### src/rtl/abc_input_debounce_if.sv
// Raw switch inputs and conditioned A/B/C levels with change strobe/mask.
// The master drives the raw inputs; the slave (debouncer) drives the clean levels.
interface abc_input_debounce_if;
  logic       a_raw;
  logic       b_raw;
  logic       c_raw;
  logic       A;
  logic       B;
  logic       C;
  logic       change_pulse;
  logic [2:0] changed_mask;

  modport master (
    output a_raw, b_raw, c_raw,
    input  A, B, C, change_pulse, changed_mask
  );

  modport slave (
    input  a_raw, b_raw, c_raw,
    output A, B, C, change_pulse, changed_mask
  );
endinterface

### src/rtl/abc_input_debounce.sv
// Three-channel switch conditioner: synchronizer plus counter debounce per channel,
// with registered clean levels and a one-cycle change strobe and mask.
//
// state | meaning
// IDLE  | synced input matches stable output, counter held at 0
// COUNT | synced input differs, counting consecutive differing samples
module abc_input_debounce #(
  parameter int SYNC_STAGES     = 2,
  parameter int DEBOUNCE_CYCLES = 16
) (
  input logic                 clk,
  input logic                 rst,
  abc_input_debounce_if.slave bus
);

  localparam int CNT_W = $clog2(DEBOUNCE_CYCLES + 1);
  localparam logic [CNT_W-1:0] CNT_LAST = CNT_W'(DEBOUNCE_CYCLES - 1);

  if (SYNC_STAGES < 2) begin : g_bad_sync
    $error("abc_input_debounce: SYNC_STAGES must be at least 2");
  end
  if (DEBOUNCE_CYCLES < 1) begin : g_bad_deb
    $error("abc_input_debounce: DEBOUNCE_CYCLES must be at least 1");
  end

  typedef enum logic {IDLE, COUNT} state_t;

  // Bit 2 = channel A, bit 1 = B, bit 0 = C, matching the {A,B,C} mask order.
  logic [2:0]             raw;
  logic [2:0]             synced;
  logic [SYNC_STAGES-1:0] sync_q [3];
  logic [2:0]             stable_q, stable_d;
  logic [2:0]             flip;
  state_t                 state_q [3];
  state_t                 state_d [3];
  logic [CNT_W-1:0]       cnt_q [3];
  logic [CNT_W-1:0]       cnt_d [3];
  logic                   change_pulse_q;
  logic [2:0]             changed_mask_q;

  assign raw = {bus.a_raw, bus.b_raw, bus.c_raw};

  always_comb begin
    for (int i = 0; i < 3; i++) synced[i] = sync_q[i][SYNC_STAGES-1];
  end

  always_ff @(posedge clk) begin
    if (rst) begin
      for (int i = 0; i < 3; i++) begin
        sync_q[i]  <= '0;
        state_q[i] <= IDLE;
        cnt_q[i]   <= '0;
      end
      stable_q       <= '0;
      change_pulse_q <= 1'b0;
      changed_mask_q <= '0;
    end else begin
      for (int i = 0; i < 3; i++) begin
        sync_q[i]  <= {sync_q[i][SYNC_STAGES-2:0], raw[i]};
        state_q[i] <= state_d[i];
        cnt_q[i]   <= cnt_d[i];
      end
      stable_q       <= stable_d;
      change_pulse_q <= |flip;
      changed_mask_q <= flip;
    end
  end

  always_comb begin
    stable_d = stable_q;
    for (int i = 0; i < 3; i++) begin
      state_d[i] = state_q[i];
      cnt_d[i]   = cnt_q[i];
      case (state_q[i])
        IDLE: begin
          cnt_d[i] = '0;
          if (synced[i] != stable_q[i]) begin
            if (DEBOUNCE_CYCLES == 1) begin
              stable_d[i] = synced[i];
            end else begin
              cnt_d[i]   = CNT_W'(1);
              state_d[i] = COUNT;
            end
          end
        end
        COUNT: begin
          if (synced[i] == stable_q[i]) begin
            cnt_d[i]   = '0;
            state_d[i] = IDLE;
          end else if (cnt_q[i] == CNT_LAST) begin
            stable_d[i] = synced[i];
            cnt_d[i]    = '0;
            state_d[i]  = IDLE;
          end else begin
            cnt_d[i] = cnt_q[i] + CNT_W'(1);
          end
        end
        default: begin
          cnt_d[i]   = '0;
          state_d[i] = IDLE;
        end
      endcase
    end
  end

  assign flip = stable_d ^ stable_q;

  assign bus.A            = stable_q[2];
  assign bus.B            = stable_q[1];
  assign bus.C            = stable_q[0];
  assign bus.change_pulse = change_pulse_q;
  assign bus.changed_mask = changed_mask_q;

endmodule

### src/flat_wrapper.sv
// flat-port wrapper written by rule: the top's interface ports become plain ports
module abc_input_debounce_flat 
#(
  parameter int SYNC_STAGES     = 2,
  parameter int DEBOUNCE_CYCLES = 16
)
  (clk, rst, bus_a_raw, bus_b_raw, bus_c_raw, bus_A, bus_B, bus_C, bus_change_pulse, bus_changed_mask);
  abc_input_debounce_if bus_i ();
  input logic clk;
  input logic rst;
  input wire logic [$bits(bus_i.a_raw)-1:0] bus_a_raw;
  input wire logic [$bits(bus_i.b_raw)-1:0] bus_b_raw;
  input wire logic [$bits(bus_i.c_raw)-1:0] bus_c_raw;
  output wire logic [$bits(bus_i.A)-1:0] bus_A;
  output wire logic [$bits(bus_i.B)-1:0] bus_B;
  output wire logic [$bits(bus_i.C)-1:0] bus_C;
  output wire logic [$bits(bus_i.change_pulse)-1:0] bus_change_pulse;
  output wire logic [$bits(bus_i.changed_mask)-1:0] bus_changed_mask;
  assign bus_i.a_raw = bus_a_raw;
  assign bus_i.b_raw = bus_b_raw;
  assign bus_i.c_raw = bus_c_raw;
  assign bus_A = bus_i.A;
  assign bus_B = bus_i.B;
  assign bus_C = bus_i.C;
  assign bus_change_pulse = bus_i.change_pulse;
  assign bus_changed_mask = bus_i.changed_mask;
  abc_input_debounce #(.SYNC_STAGES(SYNC_STAGES), .DEBOUNCE_CYCLES(DEBOUNCE_CYCLES)) u_core (.clk(clk), .rst(rst), .bus(bus_i));
endmodule
### config.mk
export PLATFORM = sky130hd
export DESIGN_NAME = abc_input_debounce_flat
export DESIGN_NICKNAME = d
export VERILOG_FILES = /design/src/rtl/abc_input_debounce_if.sv /design/src/rtl/abc_input_debounce.sv /design/src/flat_wrapper.sv
export SDC_FILE = /design/constraint.sdc
export NUM_CORES = 1
export LEC_CHECK = 0
export BUFFER_PORTS_ARGS = -buffer_cell sky130_fd_sc_hd__buf_2
export CAP_MARGIN = 25
export CORE_MARGIN = 3
export CORE_UTILIZATION = 25
export DETAILED_ROUTE_END_ITERATION = 16
export GPL_TIMING_DRIVEN = 1
export REMOVE_ABC_BUFFERS = 1
export SLEW_MARGIN = 20
export SYNTH_ARGS = -nofsm -noshare
export SYNTH_HDL_FRONTEND = slang
export SYNTH_SLANG_ARGS = --single-unit
### constraint.sdc
create_clock -name clk -period 1.92 [get_ports clk]
set_input_delay 0.384 -clock clk [delete_from_list [all_inputs] [get_ports clk]]
set_output_delay 0.384 -clock clk [all_outputs]
set_load 0.02 [all_outputs]
==> key figures, run 1 <==
Timing
  – Setup TNS: 0 ps
  – Final setup fails: 0
  – Fraction of the cycle the final worst path needs: 0.9000
  – Final Critical Period: ~1700 ps
  – Slew margin rel.: 0.7520
  – Final hold violations: 0
  – Fmax: 578.7 MHz
  – Slew Limit Fails: 0
  – Final clock skew: between 0.9 and 1 ps
  – Unrepaired setup endpoints after global routing: no
  – Worst Tran Pin Value: around 370 ps

Detailed routing
  – Routed vias: 753
  – Drt wl/cell: between 10 and 15 um
  – Initial DRC Count: 29
  – Routed wire length: ~1800 um
  – Vias per cell: between 4 and 5
  – # DRC: 0
  – 1st-pass router iterations: 6
  – Routed Antenna Nets: 0

Global route
  – Grt ovf: 0
  – Pin count of the biggest net entering global routing: 19
  – Initial antenna violation count: 0
  – GRT Util Overall: 0.08314
  – Vias in the first global route: between 700 and 800
  – First-pass GRT wire length: about 3200 um

Finish
  – Sequential cell area: 620.6 um^2
  – Final core utilization: 0.3107
  – Diode count: 0
  – Layout Nets: ~140
  – Share of cells above drive strength 1: 0.1463
  – P&R area growth vs syn: 16.40%
  – Fill cells: roughly 450
  – Multi-input gate area: ~450 um^2
  – Final Cell Area: ~1300 um^2

Logic synthesis
  – Leading post-synthesis cells by instance count: dfxtp_1, nor2_1, nor2b_1, nand3_1
  – Share of the synthesized area in the top cell type: 0.5611
  – Count of flip-flops with a built-in enable after synthesis: 0
  – FFs w/ async S/R, synth: 0
  – Seq/Total Area, Yosys: 0.5611
  – Ys flop type: dfxtp_1
  – Syn Inst Count: 108
  – Synth warn: 0
  – Average size of a mapped cell: just over 10 um^2
  – Synth cell types: 21
  – Cell area after synthesis: 1106 um^2
  – Most common cell in the synthesized netlist: dfxtp_1
  – Leading area contributor after synthesis: dfxtp_1
  – Top post-synthesis cells by area: dfxtp_1, ha_1, nor2b_1, xnor2_1, nor2_1
  – #FFs+latches synth: 31

Power and ir drop
  – Pwr/cell area: 876.1 nW/um^2
  – Worst vdd ir: 0.2849 mV
  – Total chip power: around 1100 uW
  – Static Leak: just over 0.0005 uW

Worst setup path
  – Crit path kind: flip-flop to flip-flop
  – Data required time of the worst path: about 2100 ps
  – Maximum fanout along the worst path: 5
  – Critical Path Sink Type: flip-flop
  – Critical path data arrival time: 1940 ps
  – Startpoint types: flip-flop

Die
  – Die H: 72.52 um
  – Starting Density: 0.2669
  – IO Pins: 12
  – Die ar.: about 5300 um^2
  – Die Width: a little over 70 um
  – Core area: ~4100 um^2
  – # rows: 23

Clock network
  – Reg clk slew, reported paths: about 60 ps
  – Post-cts sizing count: 0
  – CTS tree: yes
  – Hold buffer count at CTS: 0
  – Root Buffer: clkbuf_8
  – Num Clock Sinks: 31
  – Clk Latency, worst-skew pair: around 270 ps
  – Clock buffer depth: 2
  – Post-CTS setup buffers: 0
  – Number of CTS-inserted buffers: 5
  – H-tree levels: 2

Place
  – Cell Area, Placed: between 1000 and 1500 um^2
  – Buffers on Ports: 11
  – Final HPWL DP: approximately 1300 um
  – Placer congestion estimate: roughly 0.71

Status
  – Status: finished clean

Min path
  – Hold Crit Class: input port to flip-flop

Flow run
  – MaxCap Viol Count: 0
## where the power goes
part	total, uW	switching [uW]	internal (uW)
sequential	658	5.44	653
clock	447	206	241
combinational	23.1	12.6	10.5
## through the flow
step           instances  setup WS (ps)  hold WS (ps)
6_report             173          192.0         316.5
5_1_grt              173          79.80         311.9
3_5_place_dp         167          195.3         424.5
4_1_cts              173          178.4         301.9
3_3_place_gp         167          259.5         420.0
2_1_floorplan        106          298.7         413.8
## final cells by class
type                       instances  share of cell area
timing repair buffer              11             0.04276
inverter                           6             0.01749
multi-input combinational         69              0.3528
sequential                        31              0.4820
tap                               50             0.04859
clock buffer                       6             0.05637
## routing by layer
metal,wire length [um],vias to the layer above,GRT usage
met5,0,-,0
met4,61,0,0.05943
met3,114,7,0.04571
met2,841,17,0.1244
met1,792,341,0.08829
li1,-,388,-
## kinds of logic (layout without fill, tap and decap cells)
kind of cell | Yosys count | in the layout | share of synthesized area
fa+ha+maj | 6 | 6 | 0.06787
xor+xnor | 9 | 9 | 0.07126
buf+inv | 8 | 23 | 0.02827
compound gates | 8 | 8 | 0.04750
simple gates | 46 | 46 | 0.2240
flops | 31 | 31 | 0.5611
## path summary, 6_finish.rpt
| path | start | to | slack (ps) | depth (start not counted) |
|---|---|---|---|---|
| setup / recovery | u_core.cnt_q[0][5] | u_core.cnt_q[0][7] | 190 | 5 |
| hold reg to reg | u_core.sync_q[0][2] | u_core.sync_q[0][3] | 430 | 1 |
| hold / removal | bus_c_raw | u_core.sync_q[0][0] | 320 | 2 |
| setup reg to reg | u_core.cnt_q[0][5] | u_core.cnt_q[0][7] | 190 | 5 |
## cell usage in the layout (no fill, tap or decap), drive strengths merged
cell / instances
o21ai: 1
nor3b: 1
a211oi: 1
ha: 6
a21oi: 3
clkbuf: 6
and3: 6
xnor2: 5
buf: 11
nor2: 11
and2: 1
dfxtp: 31
a311o: 1
o21a: 2
xor2: 4
nand3: 7
nor3: 4
nand2: 6
nor2b: 8
or4b: 2
inv: 6
## flip-flops by register name (all words and copies together) (netlist names)
signal,count
u_core.stable_q,3
u_core.sync_q,6
u_core.cnt_q,15
u_core.bus.change_pulse,1
u_core.state_q,3
u_core.bus.changed_mask,3
## worst max-delay path, stage by stage (launching register included)
cell	delay [ps]
dfxtp_1	330
ha_1	220
and3_1	150
ha_1	260
or4b_4	580
nor2_1	130
Power figures use the tool's default switching activity.
==> inputs of run 2 (changes only) <==
--- a/config.mk
+++ b/config.mk
@@ -5,10 +5,11 @@
 export SDC_FILE = /design/constraint.sdc
 export NUM_CORES = 1
 export LEC_CHECK = 0
+export ABC_AREA = 1
 export BUFFER_PORTS_ARGS = -buffer_cell sky130_fd_sc_hd__buf_2
 export CAP_MARGIN = 25
 export CORE_MARGIN = 3
-export CORE_UTILIZATION = 25
+export CORE_UTILIZATION = 40
 export DETAILED_ROUTE_END_ITERATION = 16
 export GPL_TIMING_DRIVEN = 1
 export REMOVE_ABC_BUFFERS = 1
==> run 2 against run 1 <==
Setup slack improved by 350 ps. Core utilization is 18 points higher. Highest routed layer unchanged. Global-route usage rose by 3.7 points. Power shrank 0.51%. Sequential share of layout area decreased by 5.0 points. Count of clock-buffer cells in the layout rose by 2. Clock skew grew 4.3 ps. Sequential power about the same.
==> key figures, run 2 <==
Status
  – Status: finished clean

Clock network
  – Root Buffer: clkbuf_4
  – Num Clock Sinks: 31 (unchanged)
  – Post-CTS setup buffers: 0 (unchanged)
  – Reg clk slew, reported paths: 90 ps (+30 ps)
  – Clk Latency, worst-skew pair: 330 ps (+60 ps)
  – Post-cts sizing count: 0 (unchanged)
  – Number of CTS-inserted buffers: 5 (unchanged)
  – Hold buffer count at CTS: 0 (unchanged)
  – H-tree levels: 2 (unchanged)
  – CTS tree: yes
  – Clock buffer depth: 2 (unchanged)

Worst setup path
  – Reg2reg start: u_core.cnt_q[0][0]
  – R2r endpoint: u_core.stable_q[0]
  – Critical Path Sink Type: flip-flop
  – Crit path kind: flip-flop to flip-flop
  – Cells on worst reg2reg path: 7 (+2)
  – Data required time of the worst path: 2150 ps (+20 ps)
  – Critical path data arrival time: 1610 ps (-330 ps)
  – Startpoint types: flip-flop
  – Maximum fanout along the worst path: 4 (-1)
  – Reg2reg setup slack: 540 ps (+350 ps)

Power and ir drop
  – Worst vdd ir: 0.4246 mV (+49%)
  – Static Leak: 0.0006958 uW (+37%)
  – Pwr/cell area: 780.6 nW/um^2 (-11%)
  – Total chip power: 1122 uW (-0.51%)

Timing
  – Unrepaired setup endpoints after global routing: no
  – Final clock skew: 5.278 ps (+4.316 ps)
  – Slew margin rel.: 0.8263 (+0.07434)
  – Fmax: 724.8 MHz (+25%)
  – Final Critical Period: 1380 ps (-348.3 ps)
  – Worst Tran Pin Value: 260.5 ps (-108.9 ps)
  – Setup TNS: 0 ps (unchanged)
  – Final hold violations: 0 (unchanged)
  – Final setup fails: 0 (unchanged)
  – Fraction of the cycle the final worst path needs: 0.7186 (-0.1814)
  – Slew Limit Fails: 0 (unchanged)

Detailed routing
  – Vias per cell: 4.336 (-0.37%)
  – Routed vias: 941 (+25%)
  – Routed wire length: 1946 um (+7.6%)
  – # DRC: 0 (unchanged)
  – Drt wl/cell: 8.968 um (-14%)
  – Initial DRC Count: 38 (+31%)
  – 1st-pass router iterations: 4 (-2)
  – Routed Antenna Nets: 0 (unchanged)

Die
  – Die ar.: 3894 um^2 (-26%)
  – Starting Density: 0.4387 (+0.1718)
  – Die H: 62.40 um (-14%)
  – Core area: 2900 um^2 (-30%)
  – IO Pins: 12 (unchanged)
  – # rows: 19 (-17%)
  – Die Width: 62.40 um (-14%)

Logic synthesis
  – Compound-Gate Fraction of Synth Area: 0.01967 (-0.02785)
  – Synth warn: 0 (unchanged)
  – Syn Inst Count: 157 (+45%)
  – Post-Synth XOR/XNOR Area: 0.02065 (-0.05062)
  – Mux cell area share after synthesis: 0 (unchanged)
  – Main combinational cell family by area after synthesis: simple AND/OR/NAND/NOR gates
  – Count of flip-flops with a built-in enable after synthesis: 0 (unchanged)
  – Ys flop type: dfxtp_1
  – Leading post-synthesis cells by instance count: nand2_1, dfxtp_1, inv_1, nor2_1
  – Cell area after synthesis: 1272 um^2 (+15%)
  – #FFs+latches synth: 31 (unchanged)
  – Synth cell types: 16 (-24%)
  – Adder-cell share of the synthesized area: 0.05900 (-0.008876)
  – Leading area contributor after synthesis: dfxtp_1
  – Top post-synthesis cells by area: dfxtp_1, nand2_1, inv_1, nor2_1, ha_1
  – Share of the synthesized area in the top cell type: 0.4877 (-0.07338)
  – FFs w/ async S/R, synth: 0 (unchanged)
  – Most common cell in the synthesized netlist: nand2_1
  – Average size of a mapped cell: 8.105 um^2 (-21%)
  – Synth Area in Simple Gates: 0.3127 (+0.08870)
  – Seq/Total Area, Yosys: 0.4877 (-0.07338)

Finish
  – Most frequent cells in the layout: nand2_1, dfxtp_1, inv_1
  – Leading cell type in the layout, fill and taps excluded: nand2_1
  – P&R area growth vs syn: 12.98%
  – Layout Nets: 185 (+37%)
  – Top reg by flops: u_core.cnt_q
  – Top Registers: u_core.cnt_q (15), u_core.sync_q (6)
  – Number of flip-flops in the largest register: 15 (unchanged)
  – Share of cells above drive strength 1: 0.1657 (+0.01937)
  – Sequential cell area: 620.6 um^2 (unchanged)
  – Multi-input gate area: 524.3 um^2 (+15%)
  – Fill cells: 308 (-31%)
  – Diode count: 0 (unchanged)

Global route
  – Initial antenna violation count: 0 (unchanged)
  – Grt ovf: 0 (unchanged)
  – GRT Util Overall: 0.1198 (+0.03669)
  – Vias in the first global route: 833 (+13%)
  – First-pass GRT wire length: 3532 um (+11%)
  – Pin count of the biggest net entering global routing: 11 (-8)

Min path
  – Hold path startpoint: bus_c_raw
  – Hold Path Cell Cnt: 3 (+1)
  – WHS Endpoint: u_core.sync_q[0][0]
  – Hold Crit Class: input port to flip-flop

Place
  – Final HPWL DP: 1433 um (+7.5%)
  – Buffers on Ports: 11 (unchanged)
  – Placer congestion estimate: 0.7314 (+2.8%)

Flow run
  – MaxCap Viol Count: 0 (unchanged)
run 2: changes by cell type after synthesis, sizes merged, moves of 3 or more:
cell	before	now
o21ai	1	4
and3	6	0
xor2	4	0
nor3	4	0
nor2	11	29
inv	6	29
nor2b	8	0
nand4	0	3
nand2	6	38
run 2: worst max path at each step:
stage	from	end	slack [ps]	cells past startpoint
after detailed placement	u_core.cnt_q[0][0]	u_core.stable_q[0]	550	7
after global placement	u_core.cnt_q[0][10]	u_core.bus.change_pulse	580	8
after floorplan	u_core.cnt_q[0][10]	u_core.cnt_q[0][14]	680	7
after global routing	u_core.cnt_q[0][0]	u_core.bus.change_pulse	350	8
final	u_core.cnt_q[0][0]	u_core.stable_q[0]	540	7
after CTS	u_core.cnt_q[0][0]	u_core.cnt_q[0][2]	540	7
run 2: report_power, final:
part | total, uW | switching (uW) | internal [uW]
registers | 658 | 6.07 | 652
logic | 34.1 | 22.0 | 12.1
clock network | 430 | 215 | 215
run 2: layout make-up:
class	instances	area share
clock buffer	8	0.04787
inverter	29	0.08094
multi-input combinational	96	0.3647
sequential	31	0.4317
tap	42	0.03655
timing repair buffer	11	0.03829
run 2: per-stage QoR:
| step | utilization | cells | area (um^2) | worst slack (ps) | hold WS [ps] |
|---|---|---|---|---|---|
| finish | 0.4957 | 217 | 1438 | 540.3 | 244.3 |
| global route | 0.4957 | 217 | 1438 | 354.2 | 221.1 |
| CTS | 0.4957 | 217 | 1438 | 539.9 | 225.6 |
| detailed placement | 0.4720 | 209 | 1369 | 552.5 | 395.4 |
| global placement | 0.4720 | 209 | 1369 | 576.6 | 390.7 |
| floorplan | - | 156 | 1261 | 682.4 | 388.3 |
run 2: kinds of logic after synthesis:
logic type      Yosys count
compound gates            5
xor+xnor                  3
fa+ha+maj                 6
buf+inv                  30
flops                    31
simple gates             82
run 2: per-layer routing:
layer,routed length (um),vias up,track usage
met5,0,-,0
met4,45,0,0.06612
met3,136,4,0.07014
met2,850,26,0.1704
met1,914,401,0.1397
li1,-,510,-
run 2: critical path, cell delays in order, from the launching register on:
cell,delay (ps)
dfxtp_1,390
ha_1,210
nand2_1,60
nor2_1,100
ha_1,200
nand2_1,100
o21ai_0,160
a21oi_1,50
